**config.mk**
```make
export PLATFORM = sky130hd
export DESIGN_NAME = cabac_bin_sched
export DESIGN_NICKNAME = d
export VERILOG_FILES = /design/src/rtl/cabac_bin_sched_pkg.sv /design/src/rtl/cabac_sched_stats.sv /design/src/rtl/cabac_bin_sched.sv
export SDC_FILE = /design/constraint.sdc
export NUM_CORES = 1
export LEC_CHECK = 0
export CORE_ASPECT_RATIO = 1.4
export CORE_MARGIN = 5
export CORE_UTILIZATION = 43
export CTS_CLUSTER_SIZE = 30
export DETAILED_ROUTE_END_ITERATION = 10
export GPL_ROUTABILITY_DRIVEN = 0
export PLACE_DENSITY = 0.91
export SYNTH_ARGS = -nofsm -noshare
export SYNTH_HDL_FRONTEND = slang
export SYNTH_SLANG_ARGS = --single-unit
```
**constraint.sdc**
```tcl
create_clock -name clk -period 5.3 [get_ports clk]
set_input_delay 1.06 -clock clk [delete_from_list [all_inputs] [get_ports clk]]
set_output_delay 1.06 -clock clk [all_outputs]
set_load 0.02 [all_outputs]
```
**src/rtl/cabac_bin_sched_pkg.sv**
```systemverilog
// Shared types and constants for the CABAC bin scheduler: FSM state encoding,
// bit-budget constants and the helper that computes the bits a request needs.
package cabac_bin_sched_pkg;

    typedef enum logic [1:0] {
        S_IDLE  = 2'd0,
        S_FETCH = 2'd1,
        S_EXEC  = 2'd2,
        S_DONE  = 2'd3
    } sched_state_e;

    localparam int REG_MIN_BITS_DEF = 7;
    localparam int BYTE_BITS        = 8;
    localparam int CNT_W            = 5;

    // Bits that must be staged before a request may execute.
    function automatic logic [CNT_W-1:0] need_bits(
        input logic       bypass,
        input logic [1:0] n_bin,
        input int         reg_min
    );
        return bypass ? CNT_W'(n_bin) : CNT_W'(reg_min);
    endfunction

endpackage

```
**src/rtl/cabac_sched_stats.sv**
```systemverilog
// Saturating statistics counters for the CABAC bin scheduler; only instantiated
// when CABAC_SCHED_STATS_EN is defined.
module cabac_sched_stats
    import cabac_bin_sched_pkg::*;
(
    input  logic         clk_i,
    input  logic         reset_i,
    input  logic         flush_i,
    input  sched_state_e state_i,
    input  logic         bypass_i,
    input  logic [1:0]   n_bin_i,
    output logic [15:0]  stat_reg_o,
    output logic [15:0]  stat_byp_o,
    output logic [15:0]  stat_stall_o
);

    logic [15:0] reg_cnt_q;
    logic [15:0] byp_cnt_q;
    logic [15:0] stall_cnt_q;
    logic [16:0] byp_sum;

    // One extra bit catches the carry so the bypass total clamps instead of wrapping.
    assign byp_sum = {1'b0, byp_cnt_q} + 17'(n_bin_i);

    always_ff @(posedge clk_i) begin
        if (reset_i || flush_i) begin
            reg_cnt_q   <= '0;
            byp_cnt_q   <= '0;
            stall_cnt_q <= '0;
        end else begin
            if (state_i == S_EXEC && !bypass_i && reg_cnt_q != 16'hFFFF) begin
                reg_cnt_q <= reg_cnt_q + 16'd1;
            end
            if (state_i == S_EXEC && bypass_i) begin
                byp_cnt_q <= byp_sum[16] ? 16'hFFFF : byp_sum[15:0];
            end
            if (state_i == S_FETCH && stall_cnt_q != 16'hFFFF) begin
                stall_cnt_q <= stall_cnt_q + 16'd1;
            end
        end
    end

    assign stat_reg_o   = reg_cnt_q;
    assign stat_byp_o   = byp_cnt_q;
    assign stat_stall_o = stall_cnt_q;

endmodule

```
**src/rtl/cabac_bin_sched.sv**
```systemverilog
// CABAC bin scheduler: stages bitstream bytes until a regular bin or bypass group
// can be decoded, then drives one decoder step. Statistics: CABAC_SCHED_STATS_EN.
module cabac_bin_sched
    import cabac_bin_sched_pkg::*;
#(
    parameter int BIN_WIDTH    = 3,
    parameter int REG_MIN_BITS = REG_MIN_BITS_DEF
) (
    input  logic                 clk,
    input  logic                 reset,
    input  logic                 flush,
    input  logic                 req_valid,
    output logic                 req_ready,
    input  logic                 req_bypass,
    input  logic [1:0]           req_n_bin,
    input  logic [7:0]           req_pstate,
    output logic                 dec_bypass,
    output logic [1:0]           dec_n_bin,
    output logic [7:0]           dec_pstate,
    output logic                 dec_en,
    output logic                 dec_init,
    input  logic [BIN_WIDTH-1:0] dec_bin,
    input  logic [2:0]           dec_numbits,
    output logic                 byte_req,
    input  logic                 byte_valid,
    output logic                 byte_load,
    output logic                 res_valid,
    output logic [BIN_WIDTH-1:0] res_bin,
    output logic [2:0]           res_nbits,
    output logic [15:0]          stat_reg,
    output logic [15:0]          stat_byp,
    output logic [15:0]          stat_stall,
    output sched_state_e         dbg_state,
    output logic [CNT_W-1:0]     dbg_bit_cnt
);

    // Handshake: a request transfers on a rising edge where req_valid && req_ready;
    // req_ready is high exactly while the FSM sits in IDLE.

    sched_state_e         state_q;
    logic [CNT_W-1:0]     bit_cnt_q;
    logic                 dec_bypass_q;
    logic [1:0]           dec_n_bin_q;
    logic [7:0]           dec_pstate_q;
    logic                 dec_en_q;
    logic                 dec_init_q;
    logic                 byte_req_q;
    logic                 res_valid_q;
    logic [BIN_WIDTH-1:0] res_bin_q;
    logic [2:0]           res_nbits_q;

    logic [CNT_W-1:0]     need_req;
    logic [CNT_W-1:0]     need_cur;
    logic [CNT_W-1:0]     cnt_loaded;
    logic [2:0]           consumed;
    logic [CNT_W-1:0]     cnt_after_exec;

    assign need_req = need_bits(req_bypass, req_n_bin, REG_MIN_BITS);
    assign need_cur = need_bits(dec_bypass_q, dec_n_bin_q, REG_MIN_BITS);

    // A byte offered while flush or reset is active is dropped, never counted.
    assign byte_load  = byte_req_q && byte_valid && !flush && !reset;
    assign cnt_loaded = byte_load ? bit_cnt_q + CNT_W'(BYTE_BITS) : bit_cnt_q;

    assign consumed       = dec_bypass_q ? {1'b0, dec_n_bin_q} : dec_numbits;
    assign cnt_after_exec = (CNT_W'(consumed) > bit_cnt_q) ? '0
                                                           : bit_cnt_q - CNT_W'(consumed);

    always_ff @(posedge clk) begin
        if (reset) begin
            state_q      <= S_IDLE;
            bit_cnt_q    <= '0;
            dec_bypass_q <= 1'b0;
            dec_n_bin_q  <= '0;
            dec_pstate_q <= '0;
            dec_en_q     <= 1'b0;
            dec_init_q   <= 1'b1;
            byte_req_q   <= 1'b0;
            res_valid_q  <= 1'b0;
            res_bin_q    <= '0;
            res_nbits_q  <= '0;
        end else if (flush) begin
            state_q      <= S_IDLE;
            bit_cnt_q    <= '0;
            dec_en_q     <= 1'b0;
            dec_init_q   <= 1'b1;
            byte_req_q   <= 1'b0;
            res_valid_q  <= 1'b0;
            res_bin_q    <= '0;
            res_nbits_q  <= '0;
        end else begin
            dec_en_q    <= 1'b0;
            dec_init_q  <= 1'b0;
            byte_req_q  <= 1'b0;
            res_valid_q <= 1'b0;
            unique case (state_q)
                S_IDLE: begin
                    if (req_valid) begin
                        dec_bypass_q <= req_bypass;
                        dec_n_bin_q  <= req_n_bin;
                        dec_pstate_q <= req_pstate;
                        // An empty bypass group has nothing to decode.
                        if (req_bypass && req_n_bin == 2'd0) begin
                            state_q     <= S_DONE;
                            res_valid_q <= 1'b1;
                            res_bin_q   <= '0;
                            res_nbits_q <= '0;
                        end else if (bit_cnt_q >= need_req) begin
                            state_q  <= S_EXEC;
                            dec_en_q <= 1'b1;
                        end else begin
                            state_q    <= S_FETCH;
                            byte_req_q <= 1'b1;
                        end
                    end
                end
                S_FETCH: begin
                    bit_cnt_q <= cnt_loaded;
                    if (cnt_loaded >= need_cur) begin
                        state_q  <= S_EXEC;
                        dec_en_q <= 1'b1;
                    end else begin
                        byte_req_q <= 1'b1;
                    end
                end
                S_EXEC: begin
                    res_bin_q   <= dec_bin;
                    res_nbits_q <= consumed;
                    bit_cnt_q   <= cnt_after_exec;
                    state_q     <= S_DONE;
                    res_valid_q <= 1'b1;
                end
                S_DONE: begin
                    state_q <= S_IDLE;
                end
                default: begin
                    state_q <= S_IDLE;
                end
            endcase
        end
    end

    assign req_ready   = (state_q == S_IDLE);
    assign dec_bypass  = dec_bypass_q;
    assign dec_n_bin   = dec_n_bin_q;
    assign dec_pstate  = dec_pstate_q;
    assign dec_en      = dec_en_q;
    assign dec_init    = dec_init_q;
    assign byte_req    = byte_req_q;
    assign res_valid   = res_valid_q;
    assign res_bin     = res_bin_q;
    assign res_nbits   = res_nbits_q;
    assign dbg_state   = state_q;
    assign dbg_bit_cnt = bit_cnt_q;

`ifdef CABAC_SCHED_STATS_EN
    cabac_sched_stats u_stats (
        .clk_i        (clk),
        .reset_i      (reset),
        .flush_i      (flush),
        .state_i      (state_q),
        .bypass_i     (dec_bypass_q),
        .n_bin_i      (dec_n_bin_q),
        .stat_reg_o   (stat_reg),
        .stat_byp_o   (stat_byp),
        .stat_stall_o (stat_stall)
    );
`else
    assign stat_reg   = '0;
    assign stat_byp   = '0;
    assign stat_stall = '0;
`endif

endmodule
```
==> results of run 1 <==
==> logic make-up (layout without fill, tap and decap cells) <==
| family | count (synthesis) | in the layout | share of synthesized area |
|---|---|---|---|
| AO/OA/AOI/OAI | 43 | 43 | 0.140 |
| XOR/XNOR | 2 | 2 | 0.00919 |
| AND/OR/NAND/NOR | 76 | 76 | 0.196 |
| buffers and inverters | 67 | 69 | 0.228 |
| adder cells (fa/ha/maj) | 15 | 15 | 0.102 |
| multiplexers | 5 | 5 | 0.0276 |
| other | 1 | 48 | 0.00197 |
| flip-flops | 28 | 28 | 0.294 |
==> final cells by class <==
type | count | share of cell area
tap | 60 | 0.0318
inverter | 13 | 0.0207
timing repair buffer | 52 | 0.219
clock inverter | 1 | 0.0127
clock buffer | 3 | 0.0175
multi-input combinational | 189 | 0.461
sequential | 28 | 0.237
==> Yosys cell counts, types with 2 or more instances <==
master,n,area (µm²)
o21ai_0,3,15.0
buf_4,49,368
o31ai_1,2,15.0
clkbuf_1,5,18.8
o32ai_1,2,17.5
a2bb2oi_1,4,35.0
o221ai_1,2,17.5
mux2i_1,3,30.0
nand2_1,34,128
ha_1,14,175
nor2b_1,6,37.5
mux2_2,2,22.5
a21oi_1,23,115
nand2b_1,5,31.3
nor2_1,11,41.3
inv_1,13,48.8
a21oi_2,2,17.5
nand3_1,10,50.1
dfxtp_1,28,561
==> per-layer routing <==
metal | vias up | global-route usage | wire length (µm)
li1 | 798 | - | -
met1 | 730 | 0.162 | 1630
met2 | 90 | 0.272 | 2100
met3 | 10 | 0.0457 | 505
met4 | 0 | 0.0555 | 87
met5 | - | 0 | 0
==> worst max-delay path, cell delays in order <==
cell and delay [ps]:
clkdlybuf4s50_1 620, nor4bb_1 390, buf_4 210, clkdlybuf4s50_1 610
==> power by group <==
group / switching [mW] / internal, mW / leakage (nW) / total, mW
Sequential: 0.00481 / 0.217 / 0.227 / 0.222
Combinational: 0.0771 / 0.0465 / 0.702 / 0.124
Clock: 0.0669 / 0.101 / 0.0357 / 0.168
Total: 0.149 / 0.364 / 0.965 / 0.513
==> metrics by stage <==
| step | instance area (µm²) | setup WS [ps] | cells | power [mW] | hold slack (ps) |
|---|---|---|---|---|---|
| finish | 2360 | 1340 | 346 | 0.513 | 454 |
| CTS | 2360 | 1330 | 346 | 0.516 | 457 |
| floorplan | 2080 | 2730 | 284 | 0.334 | 527 |
| global route | 2360 | 1230 | 346 | 0.537 | 486 |
| global placement | 2290 | 1380 | 342 | 0.346 | 439 |
| detailed placement | 2290 | 1330 | 342 | 0.349 | 443 |
==> path summary, 6_finish.rpt <==
| check | depth (start not counted) | start | end |
|---|---|---|---|
| min | 2 | res_bin[2] | res_bin[2] |
| max | 4 | reset | byte_load |
| max reg2reg | 8 | dec_bypass | dbg_bit_cnt[4] |
| min reg2reg | 2 | res_bin[2] | res_bin[2] |
==> sequential cells by signal, summed over array words and instances (netlist names) <==
register,count
dbg_bit_cnt,5
res_nbits,3
res_bin,3
dec_en,1
dec_pstate,8
dec_init,1
byte_req,1
dec_bypass,1
res_valid,1
dec_n_bin,2
dbg_state,2
==> impl_metrics.toml, run 1 <==
[worst_setup_path]
crit_arrival_ps = 2900
critPathLaunchType = "primary input"
cp_data_required_time_ps = 4240
worst_setup_path_end_kind = "output pin"
critPathKind = "primary input to output pin"
critPathMaxFanout = 13
rrSetupSlack_ps = 2990

[global_routing]
grt_antenna_before_repair = 0
grt_max_degree = 17
first_global_vias = 1606
overflow = 0
gr-usage-all-layers = 0.150
grt_pass1_wl_um = 7110

[logic_synthesis]
avgSynthCellArea_um2 = 8.05
ys_warn_count = 0
synth_enable_flop_cells = 0
synthArstFlopShare = 0
syn_area_um2 = 1910
ys_ff_latch = 28
ys_types = 38
ys.flop_type = "dfxtp_1"
ys_seq_area_frac = 0.294
synthCells = 237

[die]
rows = 28
start_util = 0.446
ioPinCount = 100
die_area_um2 = 5890
core_um2 = 4270
die_x_um = 66.3
fp.dieH_um = 88.8

[pwr]
leakage_nw = 0.965
max-vdd-ir-drop_uv = 162
p_per_area_nw_per_um2 = 217

[cts]
holdBufCountCts = 0
cts_sinks = 28
htree_levels = 1
clk_latency_ps = 270
post_cts_buffers = 0
cts_inserted_buffers = 3
cts_buffer_depth = 2
cts_tree = "built"
cts-root-buf = "clkbuf_8"
cts-resized-gates = 0
clk_pin_slew_ps = 90

[layout]
drive_above_1_share = 0.0420
fin_util = 0.552
multi_input_area_um2 = 1090
final_cell_mix = "51 x clkdlybuf4s50_1, 48 x conb_1, 34 x nand2_1"
n_antenna_cell = 0
nets = 324
syn_to_final_growth_pct = 23.8
regArea_um2 = 561
layout_commonest_cell = "clkdlybuf4s50_1"
num-fill-cells = 421

[place]
dp_hpwl_um = 3510
port_buffers = 51

[sta]
setup_tns_ps = 0
fin_crit_sh = 0.747
rsz0062_at_grt = "no"
max_slew.worst_pin.slew_ps = 646
fmax_mhz = 253
slew_headroom = 0.568
fin_skew_ps = 3.81
period_minus_slack_ps = 3960
hold_violations = 0
finalSetupViolCount = 0
slew_violations = 0

[flow_run]
maxCapViolations = 0

[routing]
ant_nets = 0
wirelength_um = 4320
dr.first_iter.drc_count = 66
wl_per_cell_um = 12.5
route.detailed.drc = 0
drtPass1Iterations = 4
vias_per_cell = 4.71
dr_total_vias = 1628

[run_status]
outcome = "complete, no violations"

[hold_path]
hold_class = "flip-flop to flip-flop"
No activity file was read; power rests on OpenSTA's default activity.
==> inputs of run 2 (changes only) <==
Settings changed: CORE_UTILIZATION 43 to 36, PLACE_DENSITY 0.91 to 0.82.
Clock period 5.3 ns to 3.5 ns, I/O delays scaled along.
==> impl_metrics.toml, run 2 (same netlist as run 1, synthesis figures left out) <==
[worst_setup_path]
path_delay_family = "buffers and inverters"
crit_arrival_ps = 2290
timing.critical_path.slowest_cell_delay_ps = 610
worst_path_most_repeated_cell = "clkdlybuf4s50_1"
critPathLaunchType = "primary input"
worst-path-buf-inv = 3
cp_data_required_time_ps = 2800
worst_setup_path_end_kind = "output pin"
path_cells = "clkdlybuf4s50_1 > nor4bb_1 > buf_4 > clkdlybuf4s50_1"
critPathKind = "primary input to output pin"
slowest_stage = "clkdlybuf4s50_1"
critPathMaxFanout = 5

[cts]
cts-resized-gates = 0
holdBufCountCts = 0
post_cts_buffers = 0
cts_sinks = 28
cts_buffer_depth = 2
clk_latency_ps = 270
cts_inserted_buffers = 3
cts-root-buf = "clkbuf_8"
htree_levels = 1
clk_pin_slew_ps = 90
cts_tree = "built"

[place]
dp_cells = 349
port_buffers = 51
dp_hpwl_um = 3580

[layout]
final_cell_mix = "51 x clkdlybuf4s50_1, 48 x conb_1, 34 x nand2_1"
finalNonFillerCells = 353
num-fill-cells = 526
syn_to_final_growth_pct = 23.8
nets = 325
n_antenna_cell = 0
layout_commonest_cell = "clkdlybuf4s50_1"
fin_util = 0.457
largest_reg_flops = 8
drive_above_1_share = 0.0453

[die]
start_util = 0.370
core_um2 = 5160
fp.dieH_um = 96.1
ioPinCount = 100
die_x_um = 71.5
rows = 31
die_area_um2 = 6870

[routing]
wirelength_um = 4310
drtPass1Iterations = 4
wl_per_cell_um = 12.2
vias_per_cell = 4.59
route.detailed.drc = 0
ant_nets = 0
dr_total_vias = 1620
dr.first_iter.drc_count = 59

[pwr]
leakage_nw = 0.963
max-vdd-ir-drop_uv = 233
p_per_area_nw_per_um2 = 304

[global_routing]
grt_max_degree = 17
grt_pass1_wl_um = 6640
grt_antenna_before_repair = 0
overflow = 0
first_global_vias = 1545
gr-usage-all-layers = 0.118

[sta]
slew_violations = 0
fin_skew_ps = 2.36
fmax_mhz = 335
max_slew.worst_pin.slew_ps = 705
slew_headroom = 0.528
period_minus_slack_ps = 2990
hold_violations = 0
rsz0062_at_grt = "no"
fin_crit_sh = 0.854
setup_tns_ps = 0
finalSetupViolCount = 0

[flow_run]
maxCapViolations = 0

[run_status]
outcome = "complete, no violations"

[hold_path]
hold_class = "flip-flop to flip-flop"
==> run 2: changes by cell type in the layout (fill, tap and decap cells not counted) <==
cell,delta
clkbuf_8,+1
bufinv_16,-1
buf_4,+1
==> run 2: through the flow <==
stage               total power [mW]  instance area, µm²  hold WS [ps]  setup slack (ps)
detailed placement             0.529                2300           444               518
floorplan                      0.506                2080           527              1290
CTS                            0.731                2360           458               501
global route                   0.763                2360           483               462
finish                         0.718                2360           453               513
global placement               0.526                2300           440               542
==> run 2: report_power, final <==
group | switching (mW) | internal [mW]
Sequential | 0.00716 | 0.328
Clock | 0.0956 | 0.101
Combinational | 0.116 | 0.0709
Total | 0.219 | 0.500
==> run 2: worst paths after layout <==
kind	startpoint	endpoint	slack, ps	cells after the start
max	flush	byte_load	510	4
max reg2reg	dec_bypass	dbg_bit_cnt[4]	1260	8
min	res_bin[2]	res_bin[2]	450	2
min reg2reg	res_bin[2]	res_bin[2]	450	2
==> run 2: area by class of cell <==
type / count / area (µm²) / area share
Clock buffer: 4 / 55.1 / 0.0233
Inverter: 13 / 48.8 / 0.0207
Multi-Input combinational cell: 189 / 1090 / 0.461
Sequential cell: 28 / 561 / 0.238
Tap cell: 66 / 82.6 / 0.0350
Timing Repair Buffer: 53 / 526 / 0.223
==> run 2: worst reg2reg max path, stage by stage (launching register included) <==
cell       delay (ps)
dfxtp_1           500
mux2_2            410
ha_1              210
fa_1              400
nor2b_1           130
nor3_1             60
mux2i_1           150
a2bb2oi_1         170
a21oi_1            80
==> run 2: routing by layer <==
metal / vias up / GRT usage / wire, µm
li1: 795 / - / -
met1: 725 / 0.127 / 1560
met2: 94 / 0.229 / 2220
met3: 6 / 0.0334 / 513
met4: 0 / 0.0188 / 20
met5: - / 0 / 0
